### src/rtl/psm_pkg.sv
// psm_pkg: shared thresholds, mode encodings and saturating step helper
package psm_pkg;
   localparam int V_LOW_DEF = 'hE1A;
   localparam int V_HIGH_DEF = 'hE3C;
   localparam logic MODE_SKIP = 1'b0;
   localparam logic MODE_ADAPT = 1'b1;
   function automatic int unsigned sat_step(input int unsigned val, input int unsigned step,
                                            input int unsigned lo, input int unsigned hi, input logic up);
      return up ? ((val + step > hi) ? hi : val + step) : ((val < lo + step) ? lo : val - step);
   endfunction
endpackage

### src/rtl/psm_hyst.sv
// psm_hyst: hysteresis comparator on voltage samples plus adaptive duty stepper
module psm_hyst import psm_pkg::*; #(
   parameter int RESOLUTION = 8,
   parameter int SAMPLE_W = 12,
   parameter int DUTY_MIN = 16,
   parameter int DUTY_MAX = 240,
   parameter int DUTY_STEP = 8,
   parameter int V_LOW = V_LOW_DEF,
   parameter int V_HIGH = V_HIGH_DEF
) (
   input logic clk,
   input logic reset_n,
   input logic sample_valid,
   input logic [SAMPLE_W-1:0] sample_data,
   output logic voltage_low,
   output logic [RESOLUTION:0] duty_reg
);
   localparam logic [SAMPLE_W-1:0] VL = SAMPLE_W'(V_LOW);
   localparam logic [SAMPLE_W-1:0] VH = SAMPLE_W'(V_HIGH);
   logic below, above;
   assign below = sample_data < VL;
   assign above = sample_data > VH;
   // both the low flag and the duty register move only on a valid sample
   always_ff @(posedge clk or negedge reset_n)
      if (!reset_n) begin
         voltage_low <= 1'b0;
         duty_reg <= (RESOLUTION+1)'(DUTY_MIN);
      end else if (sample_valid) begin
         voltage_low <= below ? 1'b1 : above ? 1'b0 : voltage_low;
         duty_reg <= (below || above)
            ? (RESOLUTION+1)'(sat_step(32'(duty_reg), DUTY_STEP, DUTY_MIN, DUTY_MAX, below))
            : duty_reg;
      end
endmodule

### src/rtl/psm_adaptive.sv
// psm_adaptive: pulse-skipping / adaptive-duty PWM modulator with skip statistics
module psm_adaptive import psm_pkg::*; #(
   parameter int RESOLUTION = 8,
   parameter int SAMPLE_W = 12,
   parameter int DUTY = 128,
   parameter int DUTY_MIN = 16,
   parameter int DUTY_MAX = 240,
   parameter int DUTY_STEP = 8,
   parameter int V_LOW = V_LOW_DEF,
   parameter int V_HIGH = V_HIGH_DEF,
   parameter int CNT_W = 16
) (
   input logic clk,
   input logic reset_n,
   input logic sample_valid,
   input logic [SAMPLE_W-1:0] sample_data,
   input logic mode,
   input logic skip_clr,
   output logic psm_out,
   output logic voltage_low,
   output logic [RESOLUTION-1:0] duty_now,
   output logic period_start,
   output logic [CNT_W-1:0] skip_count
);
   localparam int TOP = (1 << RESOLUTION) - 1;
   localparam logic [RESOLUTION-1:0] DUTY_FIX = RESOLUTION'(DUTY > TOP ? TOP : DUTY);
   logic [RESOLUTION-1:0] cnt, k, duty_adapt;
   logic [RESOLUTION:0] duty_reg;
   logic start, en, mode_q;
   assign start = cnt == '0;
   // the output stage lags the counter by one clock, so it compares the previous count
   assign k = cnt - 1'b1;
   assign duty_adapt = duty_reg[RESOLUTION] ? '1 : duty_reg[RESOLUTION-1:0];

   psm_hyst #(
      .RESOLUTION(RESOLUTION), .SAMPLE_W(SAMPLE_W), .DUTY_MIN(DUTY_MIN),
      .DUTY_MAX(DUTY_MAX), .DUTY_STEP(DUTY_STEP), .V_LOW(V_LOW), .V_HIGH(V_HIGH)
   ) u_hyst (
      .clk(clk), .reset_n(reset_n), .sample_valid(sample_valid), .sample_data(sample_data),
      .voltage_low(voltage_low), .duty_reg(duty_reg)
   );

   // free-running period counter
   always_ff @(posedge clk or negedge reset_n)
      if (!reset_n) cnt <= '0;
      else cnt <= cnt + 1'b1;

   // period-start latch: mode, duty and gate enable are frozen for a whole period
   always_ff @(posedge clk or negedge reset_n)
      if (!reset_n) begin
         mode_q <= MODE_SKIP;
         en <= 1'b0;
         duty_now <= '0;
         period_start <= 1'b0;
      end else begin
         period_start <= start;
         if (start) begin
            mode_q <= mode;
            duty_now <= (mode == MODE_ADAPT) ? duty_adapt : DUTY_FIX;
            en <= (mode == MODE_ADAPT) | voltage_low;
         end
      end

   // registered gate drive
   always_ff @(posedge clk or negedge reset_n)
      if (!reset_n) psm_out <= 1'b0;
      else psm_out <= en & (k < duty_now);

   // saturating count of skipped periods, clear wins over increment
   always_ff @(posedge clk or negedge reset_n)
      if (!reset_n) skip_count <= '0;
      else if (skip_clr) skip_count <= '0;
      else if (period_start && mode_q == MODE_SKIP && !en && !(&skip_count)) skip_count <= skip_count + 1'b1;
endmodule

### config.mk
export PLATFORM = sky130hd
export DESIGN_NAME = psm_adaptive
export DESIGN_NICKNAME = d
export VERILOG_FILES = /design/src/rtl/psm_pkg.sv /design/src/rtl/psm_hyst.sv /design/src/rtl/psm_adaptive.sv
export SDC_FILE = /design/constraint.sdc
export NUM_CORES = 1
export LEC_CHECK = 0
export ABC_AREA = 1
export BUFFER_PORTS_ARGS = -buffer_cell sky130_fd_sc_hd__buf_2
export CAP_MARGIN = 20
export CORE_MARGIN = 3
export CORE_UTILIZATION = 45
export CTS_BUF_LIST = sky130_fd_sc_hd__clkbuf_8 sky130_fd_sc_hd__clkbuf_16
export CTS_CLUSTER_SIZE = 24
export DETAILED_ROUTE_END_ITERATION = 6
export PLACE_DENSITY_LB_ADDON = 0.3
export SYNTH_ARGS = -nofsm -noshare
export SYNTH_HDL_FRONTEND = slang
export SYNTH_SLANG_ARGS = --single-unit
export TNS_END_PERCENT = 30
### constraint.sdc
create_clock -name clk -period 1.85 [get_ports clk]
set_clock_uncertainty 0.15 [all_clocks]
set_input_delay 0.185 -clock clk [delete_from_list [all_inputs] [get_ports clk]]
set_output_delay 0.185 -clock clk [all_outputs]
set_load 0.05 [all_outputs]
== After elaboration in Yosys (flattened, before gate mapping) ==
Cells that the tools add are included.
Storage, ports and cells
  output and inout port bits: 27
  input port bits: 17
  flip-flop bits (word level): 46
  word-level logic and storage cells: 43
Operators by class
  reduce and logical (&&, ||, !) cells: 12
  bitwise operators: 3
  magnitude comparators: 5
  add/sub/neg operators: 5
  multiplexer cells: 9
Operator list (count)
  16-bit 2-to-1 mux: 2
  9-bit 2-to-1 mux: 3
  16-bit by 1-bit adder with 16-bit output (second input constant): 1
  8-bit 2-to-1 mux: 2
  16-bit AND reduction: 1
  12-bit > comparator (second input constant): 1
  12-bit less-than comparator (second input constant): 1
  9-bit by 4-bit adder with 10-bit output (second input constant): 1
  10-bit by 8-bit > comparator with 1-bit output (second input constant): 1
  9-bit by 5-bit less-than comparator with 1-bit output (second input constant): 1
  9-bit by 4-bit subtractor with 9-bit output (second input constant): 1
  8-bit by 1-bit adder with 8-bit output (second input constant): 1
  8-bit logical NOT: 1
  8-bit less-than comparator: 1
  8-bit by 1-bit subtractor with 8-bit output (second input constant): 1
  2-bit AND reduction: 2
  2-bit nonzero test: 2
  1-bit logical AND: 3
  1-bit logical NOT: 2
  1-bit 2-to-1 mux: 2
  1-bit AND: 1
  1-bit logical OR: 1
  1-bit inverter: 1
  1-bit bitwise OR: 1

== Depth between registers and ports, before layout ==
Gate-level depths: netlist (run 1).
  depth in word-level cells: 6
  gate-level depth with buffers: 12

== Modules after synthesis ==
Synthesis (run 1) repeated with hierarchy kept, for this count alone.
Second synthesis, totals
  cell total of the unflattened synthesis: 377
  area, all modules: 2771.4 sq um
Modules (own cells, without submodules)
  psm_adaptive: instances 1, area an instance 2038.2 sq um, cells each 253
  psm_hyst: instances 1, area an instance 733.2 sq um, cells each 124

== Least setup slack after synthesis (run 1) ==
Ideal clock, no wire load.
  kind: register -> register
  start: register skip_count[0]
  end: register skip_count[3]
  period minus slack after synthesis: 2104 ps
  cell stages (with the launch flop): 10
  arrival time: 1833 ps
  slack: -254 ps
  required time: 1579 ps
  setup time: 121 ps
  buffers on the path: 1
  path through: dfrtp_1 > ha_1 > nand3_2 > nor3_4 > nand3_2 > nand2_4 > nand2_4 > buf_6 > a21oi_1 > nor2_1
Between the ends
  cells in the longest elaborated chain, start to end: 4
Ends and longest elaborated chain
  start: declaration: line psm_adaptive.sv:23  | output logic [CNT_W-1:0] skip_count
  start signal: assignment: line psm_adaptive.sv:73  | else if (period_start && mode_q == MODE_SKIP && !en && !(&skip_count)) skip_count <= skip_count + 1'b1;
  branches (longest 4 deep; another with 16-bit by 1-bit adder with 16-bit output)
Several ways; the timed one is not identified. The select of a mux whose other input is x is not followed.
A chain may end at the register's enable or synchronous reset.

== Worst setup path in the final report (run 1) ==
  start: register cnt[2]
  end: register psm_out
Between the ends
  cells in the longest elaborated chain, start to end: 3
Ends and longest elaborated chain
  start: declaration: line psm_adaptive.sv:27  | logic [RESOLUTION-1:0] cnt, k, duty_adapt;
  start signal: assignment: line psm_adaptive.sv:46  | else cnt <= cnt + 1'b1;
  8-bit by 1-bit subtractor with 8-bit output: line psm_adaptive.sv:32  | assign k = cnt - 1'b1;
  8-bit less-than comparator: line psm_adaptive.sv:67  | else psm_out <= en & (k < duty_now);
  1-bit AND: line psm_adaptive.sv:67
  end signal: assignment: line psm_adaptive.sv:67
  end: declaration: line psm_adaptive.sv:19  | output logic psm_out,
No other way between the ends.

==> results of run 1 <==
[through the flow]
step                worst slack (ps)  power (mW)  instance area, sq um  instances   util
global route                    -308        2.98                  3460        509  0.613
CTS                            -56.5        2.56                  3340        505  0.592
global placement               -28.3        1.96                  3190        492  0.566
floorplan                      -12.5        1.65                  2730        358      -
detailed placement              -101        1.97                  3190        492  0.566
finish                          -119        2.79                  3460        509  0.613
[logic make-up after synthesis]
family | count (synthesis) | share of synthesized area
AND/OR/NAND/NOR | 180 | 0.301
AO/OA/AOI/OAI | 41 | 0.0901
flip-flops | 41 | 0.381
adder cells (fa/ha/maj) | 13 | 0.0604
XOR/XNOR | 22 | 0.0715
buffers and inverters | 61 | 0.0956
[path summary, 6_finish.rpt]
path / startpoint / end / slack (ps) / depth (start not counted)
max: cnt[2] / psm_out / -120 / 8
max reg2reg: cnt[2] / psm_out / -120 / 8
max in group asynchronous: reset_n / cnt[1] / 660 / 3
min in group asynchronous: reset_n / skip_count[2] / 290 / 2
min reg2reg: mode_q / mode_q / 400 / 2
min: mode / en / 20 / 3
[layout make-up]
cell class                      instances  area, sq um  area share
Multi-Input combinational cell        256         1540       0.446
Inverter                               52          198      0.0572
Timing Repair Buffer                   80          512       0.148
Sequential cell                        41         1030       0.299
Tap cell                               72         90.1      0.0261
Clock buffer                            5         68.8      0.0199
Clock inverter                          3         13.8     0.00398
[power by group]
part           total [mW]  internal [mW]  switching [mW]
registers            1.07          0.971           0.104
clock network       0.573          0.256           0.317
logic                1.14          0.501           0.639
[layer usage]
metal / GRT usage / vias to the layer above / routed length (um)
met1: 0.248 / 1224 / 3020
met2: 0.322 / 70 / 3190
met4: 0.0639 / 0 / 121
li1: - / 1312 / -
met3: 0.0367 / 13 / 276
met5: 0 / - / 0
[critical path, delay by kind of cell, from the launching register on]
family / cells / cell delay (ps)
AO/OA/AOI/OAI: 3 / 350
AND/OR/NAND/NOR: 3 / 530
adder cells (fa/ha/maj): 1 / 270
flip-flops: 1 / 410
XOR/XNOR: 1 / 170
[what timing repair did]
item,4_1_cts,5_1_grt
pin swaps,6,12
resized for setup,8,23
setup buffers,4,4
setup endpoints to repair,4,16
endpoints found under the hold margin,25,0
hold buffers,1,0
[cells in the final DEF (no fill, tap or decap), types with 3 or more instances in the layout]
cell type and n:
o31ai_1 3, xnor2_1 3, inv_1 47, o21ai_2 6
nand2_2 4, buf_4 34, clkbuf_8 5, nand4_1 8
dfrtp_2 6, nand3_2 3, buf_2 43, o21ai_0 14
inv_2 4, nor2_1 41, nand3_1 28, nor3_1 8
ha_1 10, nand2_4 4, xor2_1 19, dfrtp_1 34
nand2_1 70, nor3_2 3, ha_4 3, a21oi_1 11
==> impl_metrics.yaml, run 1 <==
outcome:
  status: "finished with violations"
  violations: "negative setup slack"
yosys:
  yosysMostFrequentCell: "nand2_1"
  synth.area.top_cells: "dfrtp_1 37%, nand2_1 10%, inv_1 7.0%"
  yosysWarnings: 0
  synth_common_cells: "75 x nand2_1, 50 x inv_1, 44 x nor2_1"
  synth-main-ff-cell: "dfrtp_1"
  synth-edff-count: 0
  synth-seq-area-share: 0.381
  synth_top_area_frac: 0.371
  synth_cells: 358
  synth.distinct_cells: 32
  netlist_area_sq_um: 2700
  yosysTopAreaCell: "dfrtp_1"
  ys_ff_latch: 41
  synthArstFlopShare: 1.00
  synth_area_per_cell_sq_um: 7.53
  syn_nets: 388
place:
  numPortBuffers: 43
  gp_congestion: 0.913
  post-dp-hpwl_mm: 4.92
clock_network:
  clock_latency_ps: 290
  cts_max_path_buffers: 2
  cts_sinks: 41
  htreeDepth: 2
  cts_tree: "yes"
  numCtsBuffers: 5
  cts-root-buf: "clkbuf_8"
  clkTransAtPathRegs_ps: 80
floorplanning:
  fp.dieH_um: 83.4
  core_sq_um: 5640
  die_w_um: 83.4
  pin_count: 44
  start_util: 0.478
  fp-row-count: 27
  dieArea_sq_um: 6950
timing:
  slew_violations: 0
  whs_ps: 22.2
  hold_viol_final: 0
  max_freq_mhz: 508
  tightest_slew_ps: 633
  maxSlewHeadroom: 0.578
  grt_setup_unrepaired: "yes"
  worst_slack_ps: -119
  min_period_ps: 1970
  setup_viol: 1
  fin_setup_tns_ps: -119
  finalCritPeriodShare: 1.06
global_route:
  grt_usage: 0.192
  grt_max_degree: 29
  grt_pass1_wl_mm: 11.1
  antenna_found_initial: 0
  grt.overflow.total: 0
  grt_pass1_vias: 2483
routing:
  drt.antenna.violating_nets: 0
  vias_per_cell: 5.15
  dr_total_vias: 2619
  first_pass_iters: 4
  drc: 0
  wl_mm: 6.60
  wl_per_cell_um: 13.0
  drt-initial-drc-count: 100
final_layout:
  n_antenna_cell: 0
  largest_reg_flops: 16
  final_nets: 466
  drive_above_1_share: 0.304
  syn_to_final_growth_pct: 28.3
  largest_registers: "skip_count (16), cnt (8)"
  fill_cells: 487
  regMostFlops: "skip_count"
power:
  power_leakage_nw: 1.73
  p_per_area_nw_per_um2: 807
  peakVddDrop_v: 0.000688
run:
  cap_violations: 0
critical_path:
  cp-end-kind: "flip-flop"
  startpoint_type: "flip-flop"
  worstSetupPathType: "reg2reg"
  crit_arrival_ps: 2020
  worstPathCellList: "nor2_2 -> nand4_1 -> nor3_2 -> xor2_1 -> ha_1 -> a21oi_2 -> o21ai_1 -> a211oi_1"
  slowest_delay_ps: 410
  slowest_stage: "dfrtp_1"
  required_ps: 1900
  path_max_fanout: 2
worst_hold_path:
  min_path_type: "in2reg"
Note: power is estimated with default switching activity, not from simulation.
==> run 2, diff against run 1 <==
TNS_END_PERCENT = 1   (was 30)
==> run 2 against run 1 <==
The flow still finishes with violations (negative setup slack). Sequential power about the same. Wire length fell by 1.6%. Fmax decreased by 0.12%. Core utilization grew 0.42 points. Sequential share of layout area shrank 0.24 points. Count of clock-buffer cells in the layout grew 1. Hold slack gained 12 ps. Non-clock buffer count is the same. Flip-flop and latch count is the same. Critical endpoint unchanged.
==> impl_metrics.yaml, run 2 (same netlist as run 1, synthesis figures left out) <==
routing:
  drt-initial-drc-count: 145
  vias_per_cell: 5.12
  wl_mm: 6.49
  wl_per_cell_um: 12.8
  drt.antenna.violating_nets: 0
  dr_total_vias: 2605
  drc: 0
  first_pass_iters: 4
final_layout:
  regMostFlops: "skip_count"
  final_common_cell: "nand2_1"
  final_nets: 466
  most-common-layout-cells: "72 x nand2_1, 48 x inv_1, 43 x buf_2"
  syn_to_final_growth_pct: 29.2
  fin_util: 0.617
  drive_above_1_share: 0.297
  largest_reg_flops: 16
  n_antenna_cell: 0
  largest_registers: "skip_count (16), cnt (8)"
global_route:
  grt_usage: 0.191
  grt_pass1_wl_mm: 11.1
  grt_pass1_vias: 2479
  grt_max_degree: 26
  grt.overflow.total: 0
  antenna_found_initial: 0
critical_path:
  startpoint_type: "flip-flop"
  crit_arrival_ps: 2030
  reg2reg_to: "psm_out"
  startpoint: "cnt[1]"
  cp-end-kind: "flip-flop"
  path_max_fanout: 3
  r2r_slack_ps: -120
  critPathCapture: "psm_out"
  rr_worst_depth: 8
  rr_startpoint: "cnt[1]"
  required_ps: 1900
  worstSetupPathType: "reg2reg"
timing:
  max_freq_mhz: 507
  finalCritPeriodShare: 1.07
  slew_violations: 0
  hold_viol_final: 0
  min_period_ps: 1970
  tightest_slew_ps: 448
  maxSlewHeadroom: 0.699
  grt_setup_unrepaired: "yes"
  worst_slack_ps: -121
  setup_viol: 1
  fin_setup_tns_ps: -121
clock_network:
  clock_latency_ps: 290
  clkTransAtPathRegs_ps: 80
  cts-root-buf: "clkbuf_8"
  htreeDepth: 2
  cts_sinks: 41
  numCtsBuffers: 5
  cts_tree: "yes"
  cts_max_path_buffers: 2
run:
  cap_violations: 0
power:
  peakVddDrop_v: 0.000669
  p_total_mw: 2.78
  power_leakage_nw: 1.74
  p_per_area_nw_per_um2: 799
floorplanning:
  dieArea_sq_um: 6950
  fp-row-count: 27
  start_util: 0.478
  core_sq_um: 5640
  pin_count: 44
  fp.dieH_um: 83.4
  die_w_um: 83.4
outcome:
  violations: "negative setup slack"
  status: "finished with violations"
place:
  numPortBuffers: 43
  dp_slack_ps: -42.9
  gp_congestion: 0.918
  post-dp-hpwl_mm: 4.97
worst_hold_path:
  min_path_type: "in2reg"
## run 2: cell types whose count changed in the layout (fill, tap and decap cells not counted), sizes merged
cell      before  now
bufinv         0    1
clkbuf         5    6
clkinv         3    1
clkinvlp       0    1
inv           52   51
## run 2: layer usage
metal  track usage  vias up  wire, um
li1              -     1307         -
met1         0.247     1215      2900
met2         0.328       75      3200
met3        0.0347        8       303
met4        0.0461        0        82
met5             0        -         0
## run 2: final cells by class
class / instances / area (sq um)
repair buffers: 80 / 524
multi-input cells: 256 / 1520
clock inverters: 2 / 33.8
fillers: 484 / 2160
well taps: 72 / 90.1
clock buffers: 6 / 82.6
inverters: 52 / 199
flip-flops and latches: 41 / 1030
## run 2: what timing repair did
action | 4_1_cts | 5_1_grt
pin swaps | 3 | 7
hold buffers | 1 | 0
endpoints found under the hold margin | 16 | 0
gates resized for setup | 7 | 17
setup endpoints to repair | 2 | 17
buffers inserted | 2 | 1
## run 2: metrics by stage
stage | hold WS [ps] | area [sq um] | std cells
after floorplan | -261 | 2720 | 358
after global placement | -11.7 | 3230 | 497
after detailed placement | -10.1 | 3230 | 497
after CTS | 26.3 | 3400 | 508
after global routing | 33.2 | 3480 | 509
final | 34.1 | 3480 | 509
## run 2: how the worst min path moves through the flow
| stage | start | endpoint | slack [ps] | cells after the start |
|---|---|---|---|---|
| detailed placement | reset_n | cnt[4] | -10 | 1 |
| finish | mode | en | 30 | 3 |
| floorplan | reset_n | cnt[0] | -260 | 0 |
| global route | mode | en | 30 | 3 |
| global placement | reset_n | cnt[3] | -10 | 1 |
| CTS | mode | en | 30 | 3 |
## run 2: worst max-delay path: stages (launching register included)
cell and delay [ps]:
dfrtp_1 410, nor2_2 150, nand4_1 160, buf_4 180
xnor2_2 130, ha_1 310, a21oi_2 140, o21ai_1 60
a211oi_1 190
## run 2: report_power, final
group / leakage (nW) / internal [mW] / switching, mW
sequential: 0.511 / 0.971 / 0.0952
clock: 0.0626 / 0.435 / 0.305
combinational: 1.16 / 0.419 / 0.557
total: 1.74 / 1.82 / 0.957
